$ cat config.mk
export PLATFORM = sky130hd
export DESIGN_NAME = stream_downsize
export DESIGN_NICKNAME = d
export VERILOG_FILES = /design/src/rtl/stream_downsize_pkg.sv /design/src/rtl/stream_lane_pick.sv /design/src/rtl/stream_downsize.sv
export SDC_FILE = /design/constraint.sdc
export NUM_CORES = 1
export LEC_CHECK = 0
export ABC_AREA = 1
export CORE_AREA = 2 2 39 41
export CTS_BUF_LIST = sky130_fd_sc_hd__clkbuf_16
export DETAILED_ROUTE_END_ITERATION = 12
export DIE_AREA = 0 0 41 43
export HOLD_SLACK_MARGIN = 0.06
export PLACE_DENSITY = 0.64
export RECOVER_POWER = 100
export SLEW_MARGIN = 10
export SYNTH_ARGS = -nofsm -noshare
export SYNTH_HDL_FRONTEND = slang
export SYNTH_SLANG_ARGS = --single-unit
$ cat constraint.sdc
create_clock -name clk_i -period 1.2 [get_ports clk_i]
set_input_delay 0.24 -clock clk_i [delete_from_list [all_inputs] [get_ports clk_i]]
set_output_delay 0.24 -clock clk_i [all_outputs]
set_load 0.02 [all_outputs]
$ cat src/rtl/stream_downsize_pkg.sv
// Shared types and lane-selection helpers for the stream downsizer.
// Masks are handled at a fixed maximum width so the helpers can be reused at any
// lane ratio up to MAX_RATIO; callers zero-extend and truncate as needed.
package stream_downsize_pkg;

    typedef enum logic {IDLE, SEND} state_e;

    localparam int unsigned MAX_RATIO = 64;
    localparam int unsigned MAX_IDX_W = 6;

    // Index of the lowest set bit; 0 when the mask is empty.
    function automatic logic [MAX_IDX_W-1:0] first_set(input logic [MAX_RATIO-1:0] mask);
        logic [MAX_IDX_W-1:0] idx;
        idx = '0;
        for (int i = MAX_RATIO - 1; i >= 0; i--) begin
            if (mask[i]) begin
                idx = MAX_IDX_W'(i);
            end
        end
        return idx;
    endfunction

    // True when exactly one bit of the mask is set.
    function automatic logic is_onehot(input logic [MAX_RATIO-1:0] mask);
        return (mask != '0) && ((mask & (mask - MAX_RATIO'(1))) == '0);
    endfunction

endpackage

$ cat src/rtl/stream_lane_pick.sv
// Combinational lane selector: picks the lowest still-pending lane of the held
// wide beat and reports whether it is the only one left.
module stream_lane_pick
    import stream_downsize_pkg::*;
#(
    parameter int unsigned T_DATA_WIDTH = 1,
    parameter int unsigned T_DATA_RATIO = 2,
    localparam int unsigned IDX_W       = $clog2(T_DATA_RATIO)
) (
    input  logic [T_DATA_RATIO-1:0] rem_keep_i,
    input  logic [T_DATA_WIDTH-1:0] hold_data_i [T_DATA_RATIO],
    output logic [IDX_W-1:0]        idx_o,
    output logic [T_DATA_WIDTH-1:0] lane_data_o,
    output logic                    onehot_o
);

    logic [MAX_RATIO-1:0] keep_ext;

    // Widen the mask to the helper width, then select the lane
    always_comb begin
        keep_ext    = MAX_RATIO'(rem_keep_i);
        idx_o       = IDX_W'(first_set(keep_ext));
        onehot_o    = is_onehot(keep_ext);
        lane_data_o = hold_data_i[idx_o];
    end

endmodule

$ cat src/rtl/stream_downsize.sv
// Wide-to-narrow stream converter: accepts one wide beat of T_DATA_RATIO lanes with
// a keep mask and replays the kept lanes as narrow beats in ascending lane order.
// Optional feature macro: STREAM_DOWNSIZE_ERR_EN adds a sticky err_o that flags
// accepted beats carrying an all-zero keep mask.
module stream_downsize
    import stream_downsize_pkg::*;
#(
    parameter int unsigned T_DATA_WIDTH = 1,
    parameter int unsigned T_DATA_RATIO = 2
) (
    input  logic                    clk_i,
    input  logic                    rst_i,
    input  logic [T_DATA_WIDTH-1:0] s_data_i [T_DATA_RATIO],
    input  logic [T_DATA_RATIO-1:0] s_keep_i,
    input  logic                    s_last_i,
    input  logic                    s_valid_i,
    output logic                    s_ready_o,
    output logic [T_DATA_WIDTH-1:0] m_data_o,
    output logic                    m_last_o,
    output logic                    m_valid_o,
    input  logic                    m_ready_i
`ifdef STREAM_DOWNSIZE_ERR_EN
    ,
    output logic                    err_o
`endif
);

    localparam int unsigned IDX_W = $clog2(T_DATA_RATIO);

    state_e                  state_q;
    logic [T_DATA_WIDTH-1:0] hold_data_q [T_DATA_RATIO];
    logic [T_DATA_RATIO-1:0] rem_keep_q;
    logic                    hold_last_q;

    logic [IDX_W-1:0]        pick_idx;
    logic [T_DATA_WIDTH-1:0] pick_data;
    logic                    pick_onehot;

    logic                    s_accept;
    logic                    m_handshake;
    logic                    keep_nonzero;
    logic [T_DATA_RATIO-1:0] lane_bit;

    stream_lane_pick #(
        .T_DATA_WIDTH (T_DATA_WIDTH),
        .T_DATA_RATIO (T_DATA_RATIO)
    ) u_pick (
        .rem_keep_i  (rem_keep_q),
        .hold_data_i (hold_data_q),
        .idx_o       (pick_idx),
        .lane_data_o (pick_data),
        .onehot_o    (pick_onehot)
    );

    // Handshakes and outputs; m_* depend only on registered state
    always_comb begin
        m_valid_o    = (state_q == SEND);
        m_data_o     = m_valid_o ? pick_data : '0;
        m_last_o     = m_valid_o && hold_last_q && pick_onehot;
        // New wide beat only when idle or while the final pending lane leaves
        s_ready_o    = !rst_i && ((state_q == IDLE) || (m_ready_i && pick_onehot));
        s_accept     = s_valid_i && s_ready_o;
        m_handshake  = m_valid_o && m_ready_i;
        keep_nonzero = (s_keep_i != '0);
        lane_bit     = T_DATA_RATIO'(1) << pick_idx;
    end

    // FSM and held beat: load on accept, retire one lane per narrow handshake
    always_ff @(posedge clk_i or posedge rst_i) begin
        if (rst_i) begin
            state_q     <= IDLE;
            hold_data_q <= '{default: '0};
            rem_keep_q  <= '0;
            hold_last_q <= 1'b0;
        end else if (s_accept && keep_nonzero) begin
            state_q     <= SEND;
            hold_data_q <= s_data_i;
            rem_keep_q  <= s_keep_i;
            hold_last_q <= s_last_i;
        end else if (m_handshake) begin
            rem_keep_q <= rem_keep_q & ~lane_bit;
            if (pick_onehot) begin
                state_q <= IDLE;
            end
        end
    end

`ifdef STREAM_DOWNSIZE_ERR_EN
    logic err_q;

    // Sticky flag for a zero-keep beat; only reset clears it
    always_ff @(posedge clk_i or posedge rst_i) begin
        if (rst_i) begin
            err_q <= 1'b0;
        end else if (s_accept && !keep_nonzero) begin
            err_q <= 1'b1;
        end
    end

    assign err_o = err_q;
`endif

endmodule
# After elaboration in Yosys (flattened, before gate mapping)
# Index checks and enable logic that the tools add are counted.
word_totals:
  ff_bits: 6
  out_inout_bits: 4
  inputBits: 9
  elab_cells: 40
classes:
  reduce_logical: 16
  n_addsub: 1
  n_shift: 1
  n_lt_le_gt_ge: 1
  n_mux: 11
  n_bitwise: 5
ops:
  columns: ["cell", "n"]
  rows:
  - ["2-bit by 64-bit bitwise AND with 64-bit output", 1]
  - ["64-bit zero test", 1]
  - ["1-bit two-way mux", 9]
  - ["1-bit logical AND", 8]
  - ["2-bit nonzero test", 4]
  - ["2-bit two-way mux", 2]
  - ["2-bit by 1-bit subtractor with 3-bit output, second input constant", 1]
  - ["2-bit bitwise AND", 1]
  - ["2-bit greater-or-equal comparator, second input constant", 1]
  - ["1-bit inverter with 2-bit output", 1]
  - ["2-bit inverter", 1]
  - ["2-bit AND reduction", 1]
  - ["1-bit by 1-bit << shifter with 2-bit output, first input constant", 1]
  - ["1-bit zero test", 1]
  - ["1-bit logical OR", 1]
  - ["1-bit inverter", 1]

# Longest topological paths before layout
depth:
  depth_word: 11
  depth_mapped: 8
  depth_no_buf: 8

# Cells and area by module
# From an unflattened synthesis, not the netlist that was laid out.
unflattened:
  cells_unflattened: 46
  area_unflattened_um2: 355.3
by_module_without_submodules:
  columns: ["mod", "seq_area_each_um2", "cells_per_inst", "area_per_inst_um2", "n_inst"]
  rows:
  - ["stream_downsize", 150.1, 39, 320.3, 1]
  - ["stream_lane_pick", 0.0, 7, 35.0, 1]

# Worst setup path before layout
# OpenSTA, ideal clock, no wires.
synth_path:
  path_kind: "register to output"
  startpoint: "register rem_keep_q[0]"
  endpoint: "output port s_ready_o"
  t_arrival_ps: 1165
  setup_slack_ps: -205
  path_buffers: 0
  t_required_ps: 960
  stages_incl_launch_ff: 6
  cell_sequence: "dfrtp_1 -> inv_1 -> ha_1 -> inv_1 -> nand2_1 -> a21oi_1"
synth_via:
  elab_chain_cells: 7
  elab_cells_between_ends: 8
  cone_classes: "1 x add/sub; 1 x bitwise; 6 x reduce/logical"
synth_rtl:
  columns: ["element", "line", "text"]
  rows:
  - ["start: declaration", "stream_downsize.sv:32", "logic [T_DATA_RATIO-1:0] rem_keep_q;"]
  - ["start signal: assignment", "stream_downsize.sv:78", "rem_keep_q <= s_keep_i;"]
  - ["start signal: assignment", "stream_downsize.sv:81", "rem_keep_q <= rem_keep_q & ~lane_bit;"]
  - ["2-bit by 1-bit subtractor with 3-bit output", "stream_downsize_pkg.sv:25", "return (mask != '0) && ((mask & (mask - MAX_RATIO'(1))) == '0);"]
  - ["2-bit by 64-bit bitwise AND with 64-bit output", "stream_downsize_pkg.sv:25", null]
  - ["64-bit zero test", "stream_downsize_pkg.sv:25", null]
  - ["1-bit logical AND (*)", "stream_downsize_pkg.sv:25", null]
  - ["1-bit logical AND (*)", "stream_downsize.sv:61", "s_ready_o = !rst_i && ((state_q == IDLE) || (m_ready_i && pick_onehot));"]
  - ["1-bit logical OR (*)", "stream_downsize.sv:61", null]
  - ["1-bit logical AND (*)", "stream_downsize.sv:61", null]
  - ["end: declaration", "stream_downsize.sv:17", "output logic s_ready_o,"]
# Every way passes the cells marked *; elsewhere a longest branch is shown, timed or not.

# Worst setup path in the final report
# Ends and elaborated chain as after synthesis.

==> results <==
==> cells in the mapped netlist <==
library cell,instances
nand2_1,14
inv_1,7
dfrtp_1,6
nand4_1,5
nor2_1,4
ha_1,2
a21oi_1,1
a31oi_1,1
nand2_2,1
nand2_4,1
nand3_4,1
nor2_4,1
o21ai_0,1
o21ai_1,1
==> what timing repair did <==
| action | CTS | global route |
|---|---|---|
| endpoints found under the setup margin | 10 | 9 |
| pin swaps | 4 | 4 |
| gates resized for setup | 31 | 9 |
| buffers inserted | 6 | 2 |
==> routing by layer <==
layer / up-vias / wire length, µm
met4: 0 / 57
met3: 4 / 55
met1: 176 / 364
li1: 214 / -
met2: 15 / 549
met5: - / 0
==> stage by stage <==
stage	hold slack, ps	power (mW)	utilization, %	std cells	instance area [µm²]
global route	590	2.43	56.8	95	786
floorplan	103	0.813	-	46	383
global placement	541	1.19	43.2	84	598
finish	566	2.29	56.8	95	786
CTS	554	2.13	55.1	94	762
detailed placement	544	1.19	43.2	84	598
==> kinds of logic after synthesis <==
group	count (synthesis)
buffers and inverters	7
AND/OR/NAND/NOR	27
adder cells (fa/ha/maj)	2
flip-flops	6
AO/OA/AOI/OAI	4
==> path summary, 6_finish.rpt <==
kind / from / end / slack (ps) / cells past startpoint
setup / recovery: rem_keep_q[0] / s_ready_o / -310 / 6
hold / removal: hold_last_q / hold_last_q / 570 / 3
setup reg to reg: rem_keep_q[0] / hold_data_q[1] / -270 / 10
hold reg to reg: hold_last_q / hold_last_q / 570 / 3
max in group asynchronous: rst_i / rem_keep_q[0] / 300 / 3
min in group asynchronous: rst_i / hold_last_q / 670 / 3
==> flip-flops by register name, indices dropped and copies added (netlist names) <==
register     cells
hold_data_q      2
hold_last_q      1
m_valid_o        1
rem_keep_q       2
==> cell type report <==
class                      instances  area, µm²
sequential                         6        151
multi-input combinational         33        255
fill                             133        598
tap                               16       20.0
clock buffer                       3       75.1
inverter                           7       28.8
clock inverter                     1       3.75
timing repair buffer              29        251
==> power by group through the flow <==
stage | sequential, mW | clock, mW | combinational [mW]
global route | 0.445 | 0.568 | 1.41
floorplan | 0.410 | 0 | 0.403
CTS | 0.417 | 0.557 | 1.16
finish | 0.428 | 0.552 | 1.31
detailed placement | 0.396 | 0 | 0.798
global placement | 0.397 | 0 | 0.790
==> worst reg2reg max path: cells and delay by family, from the launching register on <==
| kind | cells | cell delay [ps] |
|---|---|---|
| adders and majority gates | 1 | 210 |
| and+or+nand+nor | 5 | 380 |
| DFF | 1 | 380 |
| buffers and inverters | 4 | 380 |
==> summary.txt <==
Comb power frac: 57.2%
Critical Path RT: 960 ps
largest area contributor in the netlist: dfrtp_1
skew final: 2.88 ps
met1 Resource Use GR: 15.3%
CTS clk-pin slew, worst paths: 40 ps
cell with the largest stage delay on the worst path: dfrtp_1
Cell Chain, Critical Path: inv_2 -> ha_4 -> inv_4 -> nand2_4 -> a21oi_4 -> buf_6
DRT iter0 DRCs: 5
top cell type's share of synthesized area: 40.8%
setup slack at placement: -563 ps
Worst path top cell family by delay: flip-flops
Starting Density: 26.6%
root buf cell: clkbuf_16
clock group share of total power: 24.1%
FMAX: 0.664 GHz
GRT Resource Usage Total: 15.4%
share of cells above drive strength 1: 50.6%
Max Buffers Root-to-Sink: 2
Tmin final: 1510 ps
DP Wirelength: 591 µm
antenna cells: 0
Pre-antenna DRT Iters: 3
Die Y: 43 µm
count of different cell masters after synthesis: 14
Crit. End Element: output pin
mux contribution to synthesized area: 0%
Net Sw Frac: 35.7%
status: finished, violations left
Ports: 13
largest net degree at the start of global routing: 9
Net Count, Synth: 57
Mapped Area: 368 µm²
PwrDens: 2910 nW/µm²
Die Width: 41 µm
Top Usage Layer GRT: met2
slew margin rel.: 81.6%
Slew Limit Fails: 0
Site Rows: 14
post-synthesis register bit count: 6
Seq/Total Area, Yosys: 40.8%
H-Tree Depth: 1
residual DRC count: 0
Die ar.: 1760 µm²
Buf/Inv on CP: 3
Port-buffer cells: 12
Max VDD drop: 1.12 mV
Syn Inst Count: 46
vias in the first global route: 407
clock network latency to the later pin of the worst-skew pair: 230 ps
CTS tree: done
Tcrit/Tclk final: 126%
Max FO, Critical Path: 2
largest family of logic cells by synthesized area: simple AND/OR/NAND/NOR gates
average wire per standard cell: 10.8 µm
top cells by area, synth: dfrtp_1 (41%), nand2_1 (14%), nand4_1 (8.5%)
most common cell after layout, fill and taps aside: buf_4
total gr overflow: 0
mean post-synth cell area: 8.00 µm²
Final #Nets: 91
sequential share of power: 18.7%
Core Footprint: 1380 µm²
DRT antenna net count: 0
Placer Congestion: 0.750
Synth Area in XOR/XNOR: 0%
Setup TNS: -2270 ps
CTS buffer count: 3
RSZ-0062 raised after global routing: true
Yosys warnings: 0
Routed WL: 1.03 mm
post-synthesis simple-gate area fraction: 39.5%
Static Leakage: 0.386 nW
# hold bufs at CTS: 0
Synth Area in Compound Gates: 5.78%
antenna violations before repair: 0
crit start category: flip-flop
area grow syn2layout: 114%
worst setup margin: -306 ps
most frequent cells in the layout: buf_4 (14), nand2_1 (9), clkdlybuf4s50_1 (7)
Hold Crit Class: flip-flop to flip-flop
setup violators final: 9
max_cap viols: 0
clk sink count: 6
routing usage on met2: 22.8%
failing checks: negative setup slack
Net Sw Power: 0.817 mW
Hold Vio Cnt, Final: 0
CP Class: flip-flop to output pin
first-pass GRT wire length: 1.64 mm
internal power: 1.47 mW
Vias: 409
routed vias/inst: 4.31
Arr. time, crit path: 1270 ps
M3 GR Usage: 3.14%
Synth Area in Adders: 6.80%
CP max stage delay: 380 ps
worst-margin pin slew: 275 ps
Note: power is estimated with default switching activity, not from simulation.
